## src/rtl/spdif_pkg.sv

```systemverilog
// -----------------------------------------------------------------------------
// spdif_pkg
//   Shared definitions for the S/PDIF transmit scheduler:
//     SAMPLE_W       default audio sample width in bits
//     channel_e      subframe channel (CH_A = left, CH_B = right)
//     sched_state_e  scheduler FSM states
// -----------------------------------------------------------------------------
package spdif_pkg;

    localparam int SAMPLE_W = 20;

    typedef enum logic {
        CH_A = 1'b0,
        CH_B = 1'b1
    } channel_e;

    typedef enum logic [1:0] {
        ST_IDLE    = 2'd0,
        ST_PREFILL = 2'd1,
        ST_RUN_A   = 2'd2,
        ST_RUN_B   = 2'd3
    } sched_state_e;

endpackage : spdif_pkg

```

## src/rtl/sched_fifo.sv

```systemverilog
// -----------------------------------------------------------------------------
// sched_fifo
//   Single-clock FIFO holding one audio channel for the transmit scheduler.
//   A write to a full FIFO is dropped unless a pop happens in the same cycle,
//   in which case both take effect and the level is unchanged. flush empties
//   the FIFO and overrides any write or pop in the same cycle.
//
// Ports
//   clk, rst_n   clock, asynchronous active-low reset
//   flush        synchronous empty request (highest priority)
//   wr_en        write request, wr_data is the sample
//   rd_en        pop request (ignored when empty)
//   rd_data      current head of the FIFO (combinational)
//   level        number of stored samples, 0..DEPTH
//   full, empty  level == DEPTH / level == 0
// -----------------------------------------------------------------------------
module sched_fifo #(
    parameter  int DW    = 20,
    parameter  int DEPTH = 8,
    localparam int AW    = $clog2(DEPTH),
    localparam int LW    = AW + 1
) (
    input  logic          clk,
    input  logic          rst_n,
    input  logic          flush,
    input  logic          wr_en,
    input  logic [DW-1:0] wr_data,
    input  logic          rd_en,
    output logic [DW-1:0] rd_data,
    output logic [LW-1:0] level,
    output logic          full,
    output logic          empty
);

    logic [DW-1:0] mem [DEPTH];
    logic [AW-1:0] wr_ptr;
    logic [AW-1:0] rd_ptr;
    logic          do_wr;
    logic          do_rd;

    assign empty   = (level == '0);
    assign full    = (level == LW'(DEPTH));
    assign rd_data = mem[rd_ptr];

    // A full FIFO still accepts a write when the head leaves in the same cycle.
    assign do_rd = rd_en && !empty;
    assign do_wr = wr_en && (!full || do_rd);

    // NOTE: sequential state uses non-blocking assignments so every register
    // samples the pre-edge values regardless of statement order.
    always_ff @(posedge clk or negedge rst_n) begin
        if (!rst_n) begin
            wr_ptr <= '0;
            rd_ptr <= '0;
            level  <= '0;
        end else if (flush) begin
            wr_ptr <= '0;
            rd_ptr <= '0;
            level  <= '0;
        end else begin
            // Pointers are AW bits wide, so they wrap modulo DEPTH by themselves.
            if (do_wr) wr_ptr <= wr_ptr + AW'(1);
            if (do_rd) rd_ptr <= rd_ptr + AW'(1);
            case ({do_wr, do_rd})
                2'b10:   level <= level + LW'(1);
                2'b01:   level <= level - LW'(1);
                default: level <= level;
            endcase
        end
    end

    // NOTE: the sample storage is deliberately not reset; pointers and level
    // define which entries are valid, so stale data is never observed.
    always_ff @(posedge clk) begin
        if (do_wr && !flush) mem[wr_ptr] <= wr_data;
    end

endmodule : sched_fifo

```

## src/rtl/spdif_tx_scheduler.sv

```systemverilog
// -----------------------------------------------------------------------------
// spdif_tx_scheduler
//   Buffers decoded left/right samples in two FIFOs and hands them to the
//   frame assembler in strict A,B,A,B order. Transmission starts once both
//   FIFOs hold PREFILL samples. A starved slot sends silence and pulses
//   underrun; a write to a full FIFO is dropped and pulses overflow. kill
//   flushes everything and returns to IDLE.
//
//   The sample for each slot is captured into tx_data when the slot starts,
//   so tx_data stays stable for the whole slot even if the FIFO is written
//   meanwhile. A slot captured from an empty FIFO stays silent until the
//   next frame_ready.
//
// Ports
//   clk, rst_n      clock, asynchronous active-low reset
//   sample_in       decoded sample, qualified by sample_valid
//   sample_channel  0 = channel A, 1 = channel B
//   kill            lock lost: flush both FIFOs, go to IDLE
//   frame_ready     frame assembler consumed tx_data
//   tx_data         sample of the current slot (0 = silence)
//   tx_valid        high in RUN_A / RUN_B
//   tx_channel      channel of the current slot
//   underrun        one-cycle pulse after a silent slot is consumed
//   overflow        one-cycle pulse after a write was dropped
//
// Optional (macro SPDIF_SCHED_STATS_EN)
//   underrun_cnt, overflow_cnt  saturating event counters, cleared by reset only
// -----------------------------------------------------------------------------
module spdif_tx_scheduler
    import spdif_pkg::*;
#(
    parameter int DW      = SAMPLE_W,
    parameter int DEPTH   = 8,
    parameter int PREFILL = 4
) (
    input  logic          clk,
    input  logic          rst_n,
    input  logic [DW-1:0] sample_in,
    input  logic          sample_valid,
    input  logic          sample_channel,
    input  logic          kill,
    input  logic          frame_ready,
    output logic [DW-1:0] tx_data,
    output logic          tx_valid,
    output logic          tx_channel,
    output logic          underrun,
    output logic          overflow
`ifdef SPDIF_SCHED_STATS_EN
  , output logic [7:0]    underrun_cnt
  , output logic [7:0]    overflow_cnt
`endif
);

    localparam int            LW          = $clog2(DEPTH) + 1;
    localparam logic [LW-1:0] PREFILL_LVL = LW'(PREFILL);

    sched_state_e  state;
    sched_state_e  state_next;
    logic          load_slot;
    channel_e      load_ch;

    logic          slot_full;
    logic          wr_a, wr_b;
    logic          pop_a, pop_b;
    logic          underrun_d;
    logic          overflow_d;

    logic [DW-1:0] head_a, head_b;
    logic [LW-1:0] level_a, level_b;
    logic          full_a, full_b;
    logic          empty_a, empty_b;

    // ------------------------------------------------------------------
    // Channel FIFOs
    // ------------------------------------------------------------------
    assign wr_a = sample_valid && (sample_channel == CH_A) && !kill;
    assign wr_b = sample_valid && (sample_channel == CH_B) && !kill;

    // Only a slot that captured real data pops its FIFO.
    assign pop_a = (state == ST_RUN_A) && frame_ready && slot_full && !kill;
    assign pop_b = (state == ST_RUN_B) && frame_ready && slot_full && !kill;

    sched_fifo #(.DW(DW), .DEPTH(DEPTH)) u_fifo_a (
        .clk     (clk),
        .rst_n   (rst_n),
        .flush   (kill),
        .wr_en   (wr_a),
        .wr_data (sample_in),
        .rd_en   (pop_a),
        .rd_data (head_a),
        .level   (level_a),
        .full    (full_a),
        .empty   (empty_a)
    );

    sched_fifo #(.DW(DW), .DEPTH(DEPTH)) u_fifo_b (
        .clk     (clk),
        .rst_n   (rst_n),
        .flush   (kill),
        .wr_en   (wr_b),
        .wr_data (sample_in),
        .rd_en   (pop_b),
        .rd_data (head_b),
        .level   (level_b),
        .full    (full_b),
        .empty   (empty_b)
    );

    // ------------------------------------------------------------------
    // Scheduler FSM
    // ------------------------------------------------------------------
    always_ff @(posedge clk or negedge rst_n) begin
        if (!rst_n) state <= ST_IDLE;
        else        state <= state_next;
    end

    always_comb begin
        // NOTE: every signal written here gets a default first, so no path
        // through the case can leave it unassigned and infer a latch.
        state_next = state;
        load_slot  = 1'b0;
        load_ch    = CH_A;
        case (state)
            ST_IDLE: begin
                if (sample_valid) state_next = ST_PREFILL;
            end
            ST_PREFILL: begin
                if (level_a >= PREFILL_LVL && level_b >= PREFILL_LVL) begin
                    state_next = ST_RUN_A;
                    load_slot  = 1'b1;
                    load_ch    = CH_A;
                end
            end
            ST_RUN_A: begin
                if (frame_ready) begin
                    state_next = ST_RUN_B;
                    load_slot  = 1'b1;
                    load_ch    = CH_B;
                end
            end
            ST_RUN_B: begin
                if (frame_ready) begin
                    state_next = ST_RUN_A;
                    load_slot  = 1'b1;
                    load_ch    = CH_A;
                end
            end
            default: state_next = ST_IDLE;
        endcase
        // kill outranks every other event in the cycle.
        if (kill) begin
            state_next = ST_IDLE;
            load_slot  = 1'b0;
        end
    end

    assign tx_valid   = (state == ST_RUN_A) || (state == ST_RUN_B);
    assign tx_channel = (state == ST_RUN_B);

    // ------------------------------------------------------------------
    // Slot capture and event pulses
    // ------------------------------------------------------------------
    assign underrun_d = tx_valid && frame_ready && !slot_full && !kill;
    assign overflow_d = (wr_a && full_a && !pop_a) || (wr_b && full_b && !pop_b);

    always_ff @(posedge clk or negedge rst_n) begin
        if (!rst_n) begin
            tx_data   <= '0;
            slot_full <= 1'b0;
            underrun  <= 1'b0;
            overflow  <= 1'b0;
        end else begin
            underrun <= underrun_d;
            overflow <= overflow_d;
            if (kill) begin
                tx_data   <= '0;
                slot_full <= 1'b0;
            end else if (load_slot) begin
                // The FIFO feeding the next slot is never popped in this
                // cycle, so its current head is the sample to present.
                if (load_ch == CH_A) begin
                    tx_data   <= empty_a ? '0 : head_a;
                    slot_full <= !empty_a;
                end else begin
                    tx_data   <= empty_b ? '0 : head_b;
                    slot_full <= !empty_b;
                end
            end
        end
    end

`ifdef SPDIF_SCHED_STATS_EN
    // Saturating statistics; kill does not clear them.
    always_ff @(posedge clk or negedge rst_n) begin
        if (!rst_n) begin
            underrun_cnt <= '0;
            overflow_cnt <= '0;
        end else begin
            if (underrun_d && underrun_cnt != 8'hFF) underrun_cnt <= underrun_cnt + 8'd1;
            if (overflow_d && overflow_cnt != 8'hFF) overflow_cnt <= overflow_cnt + 8'd1;
        end
    end
`endif

endmodule : spdif_tx_scheduler

```

## config.mk

```make
export PLATFORM = sky130hd
export DESIGN_NAME = spdif_tx_scheduler
export DESIGN_NICKNAME = d
export VERILOG_FILES = /design/src/rtl/spdif_pkg.sv /design/src/rtl/sched_fifo.sv /design/src/rtl/spdif_tx_scheduler.sv
export SDC_FILE = /design/constraint.sdc
export NUM_CORES = 1
export LEC_CHECK = 0
export ABC_AREA = 1
export CAP_MARGIN = 20
export CORE_ASPECT_RATIO = 1.1
export CORE_MARGIN = 5
export CORE_UTILIZATION = 30
export CTS_CLUSTER_DIAMETER = 100
export DETAILED_ROUTE_END_ITERATION = 10
export GPL_ROUTABILITY_DRIVEN = 0
export PLACE_DENSITY = 0.45
export SLEW_MARGIN = 30
export SYNTH_ARGS = -nofsm -noshare
export SYNTH_HDL_FRONTEND = slang
export SYNTH_SLANG_ARGS = --single-unit
```

## constraint.sdc

```tcl
create_clock -name clk -period 3.26 [get_ports clk]
set_clock_uncertainty 0.05 [all_clocks]
set_input_delay 0.652 -clock clk [delete_from_list [all_inputs] [get_ports clk]]
set_output_delay 0.652 -clock clk [all_outputs]
set_load 0.01 [all_outputs]
```

==> impl_metrics.csv <==
group,metric,value,unit
global_route,antenna_found_initial,0,
yosys,ys_seq_elements,365,
clock_tree,clockBufferDepth,3,
worst_setup_path,worstSetupPathType,"primary input to flop",
worst_setup_path,worstSetupEndpointType,"flop",
drt,met3WireLength,1940,um
sta,finalSetupTns,0,ns
worst_setup_path,crit_path_max_incr_delay,0.48,ns
sta,rsz0062_at_grt,"no",
yosys,synth_top_area_share,65.2,%
place,hpwl,26700,um
clock_tree,numCtsBuffers,42,
power,p_sw_share,22.6,%
yosys,synth_area_per_cell,12.4,um2
drt,drt_iter0_markers,828,
clock_tree,clock_latency,0.57,ns
clock_tree,clkTransAtPathRegs,0.06,ns
floorplanning,top_level_ports,50,
drt,num_vias,9561,
drt,detail_route.wl_per_cell,21.8,um
place,port_buffers,49,
final_layout,antenna_cells,0,
yosys,yosysWarningCount,0,
clock_tree,root_buffer,"clkbuf_16",
yosys,ys_seq_area_share,72.8,%
yosys,synth-edff-count,320,
final_layout,fin_cells,1950,
power,p_switching,2.32,mW
clock_tree,postCtsSetupRepairBufs,0,
floorplanning,die_w,221,um
drt,routed.top_layer,"met4",
power,p_int,7.93,mW
worst_setup_path,crit_slowest_cell,"clkdlybuf4s50_1",
sta,slew_viol_final,0,
sta,period_needed,2.51,ns
outcome,status,"completed",
worst_setup_path,arrival,2.72,ns
place,place_inst,1873,
drt,dr_wl_met2,20100,um
power,share_seq_of_total_power,50.9,%
floorplanning,start_util,30.2,%
yosys,synth_fp_nets,1224,
power,peakVddDrop,0.315,mV
sta,finalSetupViolCount,0,
yosys,synth_flop_cell,"edfxtp_1",
drt,drt-vias-per-instance,4.90,
yosys,async_flop_share,12.3,%
drt,totalWireLength,42500,um
drt,wl_met1,19600,um
power,p_per_area,582,nW/um2
floorplanning,die_h,242,um
drt,post-route-drc-count,0,
drt,ant_nets,0,
sta,period_share,76.9,%
clock_tree,cts_max_level,2,
clock_tree,cts_tree,"done",
worst_setup_path,required,3.47,ns
final_layout,final_nets,1301,
final_layout,final_cell_mix,"edfxtp_1 (320), nand2_1 (171), o21ai_0 (170)",
final_layout,drive_gt1_share,11.2,%
worst_setup_path,crit_chain,"clkdlybuf4s50_1 -> inv_1 -> nand3_1 -> nor2_2 -> or2_2 -> nand2_1 -> inv_1 -> nand2_1 -> nor2_2 -> buf_4",
global_route,grt_pass1_vias,9680,
final_layout,final_common_cell,"edfxtp_1",
yosys,synth_area,14700,um2
job,drv_cap,0,
global_route,grt_pass1_wl,63200,um
final_layout,area_growth,19.5,%
floorplanning,placementRows,85,
sta,slew_headroom,39.9,%
power,p_clk_share,43.7,%
power,p_comb_share,5.4,%
global_route,grt_usage,15.6,%
floorplanning,die_area,53700,um2
yosys,ys_types,36,
clock_tree,clock-sinks,365,
worst_setup_path,worst_setup_path_start_kind,"primary input",
yosys,synthCells,1189,
worst_hold_path,hold_class,"primary input to async pin",
sta,tightest_slew,0.898,ns
sta,hold_viol,0,
power,p_leak,6.21,nW
yosys,synth_top_cell_by_area,"edfxtp_1",
global_route,overflow,0,
worst_setup_path,path_max_fanout,8,
floorplanning,coreArea,48800,um2
drt,first_pass_iters,5,
sta,fmax,399,MHz
global_route,grt_max_degree,49,
yosys,synth.area.top_cells,"edfxtp_1 (65%), dfrtp_1 (7.6%), o21ai_0 (5.8%)",
## final cells by class
class                      count  area (um2)
fill                        4747       31200
sequential                   365       10700
timing repair buffer         104        1010
clock inverter                25         194
tap                          652         816
inverter                      40         150
clock buffer                  51        1110
multi-input combinational    713        3590
## synthesized netlist by cell type, types with 2 or more instances
cell type,count
a21oi_1,30
buf_2,19
clkbuf_1,49
dfrtp_1,45
edfxtp_1,320
ha_1,8
inv_1,37
inv_2,3
nand2_1,171
nand3_1,57
nand3_2,2
nand4_1,2
nor2_1,164
nor2_2,2
nor2_4,2
o211ai_1,22
o21a_1,2
o21ai_0,170
o21ai_1,7
o221ai_1,38
o22ai_1,21
xnor2_1,2
xor2_1,3
## through the flow
step	util [%]	cell area, um2	total power, mW	hold WS [ns]	worst slack [ns]
floorplan	-	14700	5.53	0.306	0.562
global placement	33.4	16300	5.88	0.442	0.246
CTS	36.1	17600	10.4	0.432	0.730
global route	36.1	17600	10.6	0.469	0.557
finish	36.1	17600	10.2	0.436	0.752
detailed placement	33.4	16300	5.88	0.449	0.190
## power by group through the flow
| stage | combinational [mW] | sequential, mW | clock [mW] |
|---|---|---|---|
| 2_1_floorplan | 0.214 | 5.31 | 0 |
| 3_3_place_gp | 0.569 | 5.31 | 0 |
| 3_5_place_dp | 0.568 | 5.31 | 0 |
| 4_1_cts | 0.572 | 5.22 | 4.60 |
| 5_1_grt | 0.612 | 5.22 | 4.80 |
| 6_report | 0.555 | 5.22 | 4.48 |
## cell families (layout without fill, tap and decap cells)
family                     Yosys count  in the layout  share of synthesized area (%)
buffers and inverters              111            220                           3.07
DFF                                365            365                           72.8
and+or+nand+nor                    405            405                           11.3
adders and majority gates            9              9                          0.815
xor gates and xnor gates             5              5                          0.297
AOI/OAI and AO/OA                  294            294                           11.7
## worst max-delay path: cells and delay by family
| kind | cells | cell delay (ns) |
|---|---|---|
| and+or+nand+nor | 6 | 1.03 |
| buffers and inverters | 4 | 1.03 |
## worst paths after layout
path | cells after the start | to | slack [ns] | start
min in group clk | 2 | tx_data[12] | 0.46 | tx_data[12]
hold reg to reg | 2 | tx_data[12] | 0.46 | tx_data[12]
max in group asynchronous | 3 | tx_data[3] | 2.10 | rst_n
setup reg to reg | 7 | tx_data[9] | 0.76 | u_fifo_b.rd_ptr[0]
setup / recovery | 10 | u_fifo_b.mem[2][2] | 0.75 | kill
hold / removal | 2 | u_fifo_b.rd_ptr[1] | 0.44 | rst_n
## metal layers
metal / GRT usage [%] / up-vias
met1: 21.5 / 4785
met5: 0 / -
met3: 2.51 / 61
li1: - / 4485
met4: 4.40 / 0
met2: 25.7 / 230
## flip-flops by register name, summed over array words and instances (netlist names)
| signal | count |
|---|---|
| u_fifo_a.mem | 160 |
| u_fifo_b.mem | 160 |
| tx_data | 20 |
| u_fifo_a.level | 4 |
| u_fifo_b.level | 4 |
| u_fifo_a.rd_ptr | 3 |
| u_fifo_a.wr_ptr | 3 |
| u_fifo_b.rd_ptr | 3 |
| u_fifo_b.wr_ptr | 3 |
| state | 2 |
| overflow | 1 |
| slot_full | 1 |
| underrun | 1 |
## timing repair
action / in CTS / in global routing
resized for setup: 0 / 0
hold buffers: 1 / 0
endpoints found under the hold margin: 6 / 0
Power figures use the tool's default switching activity.
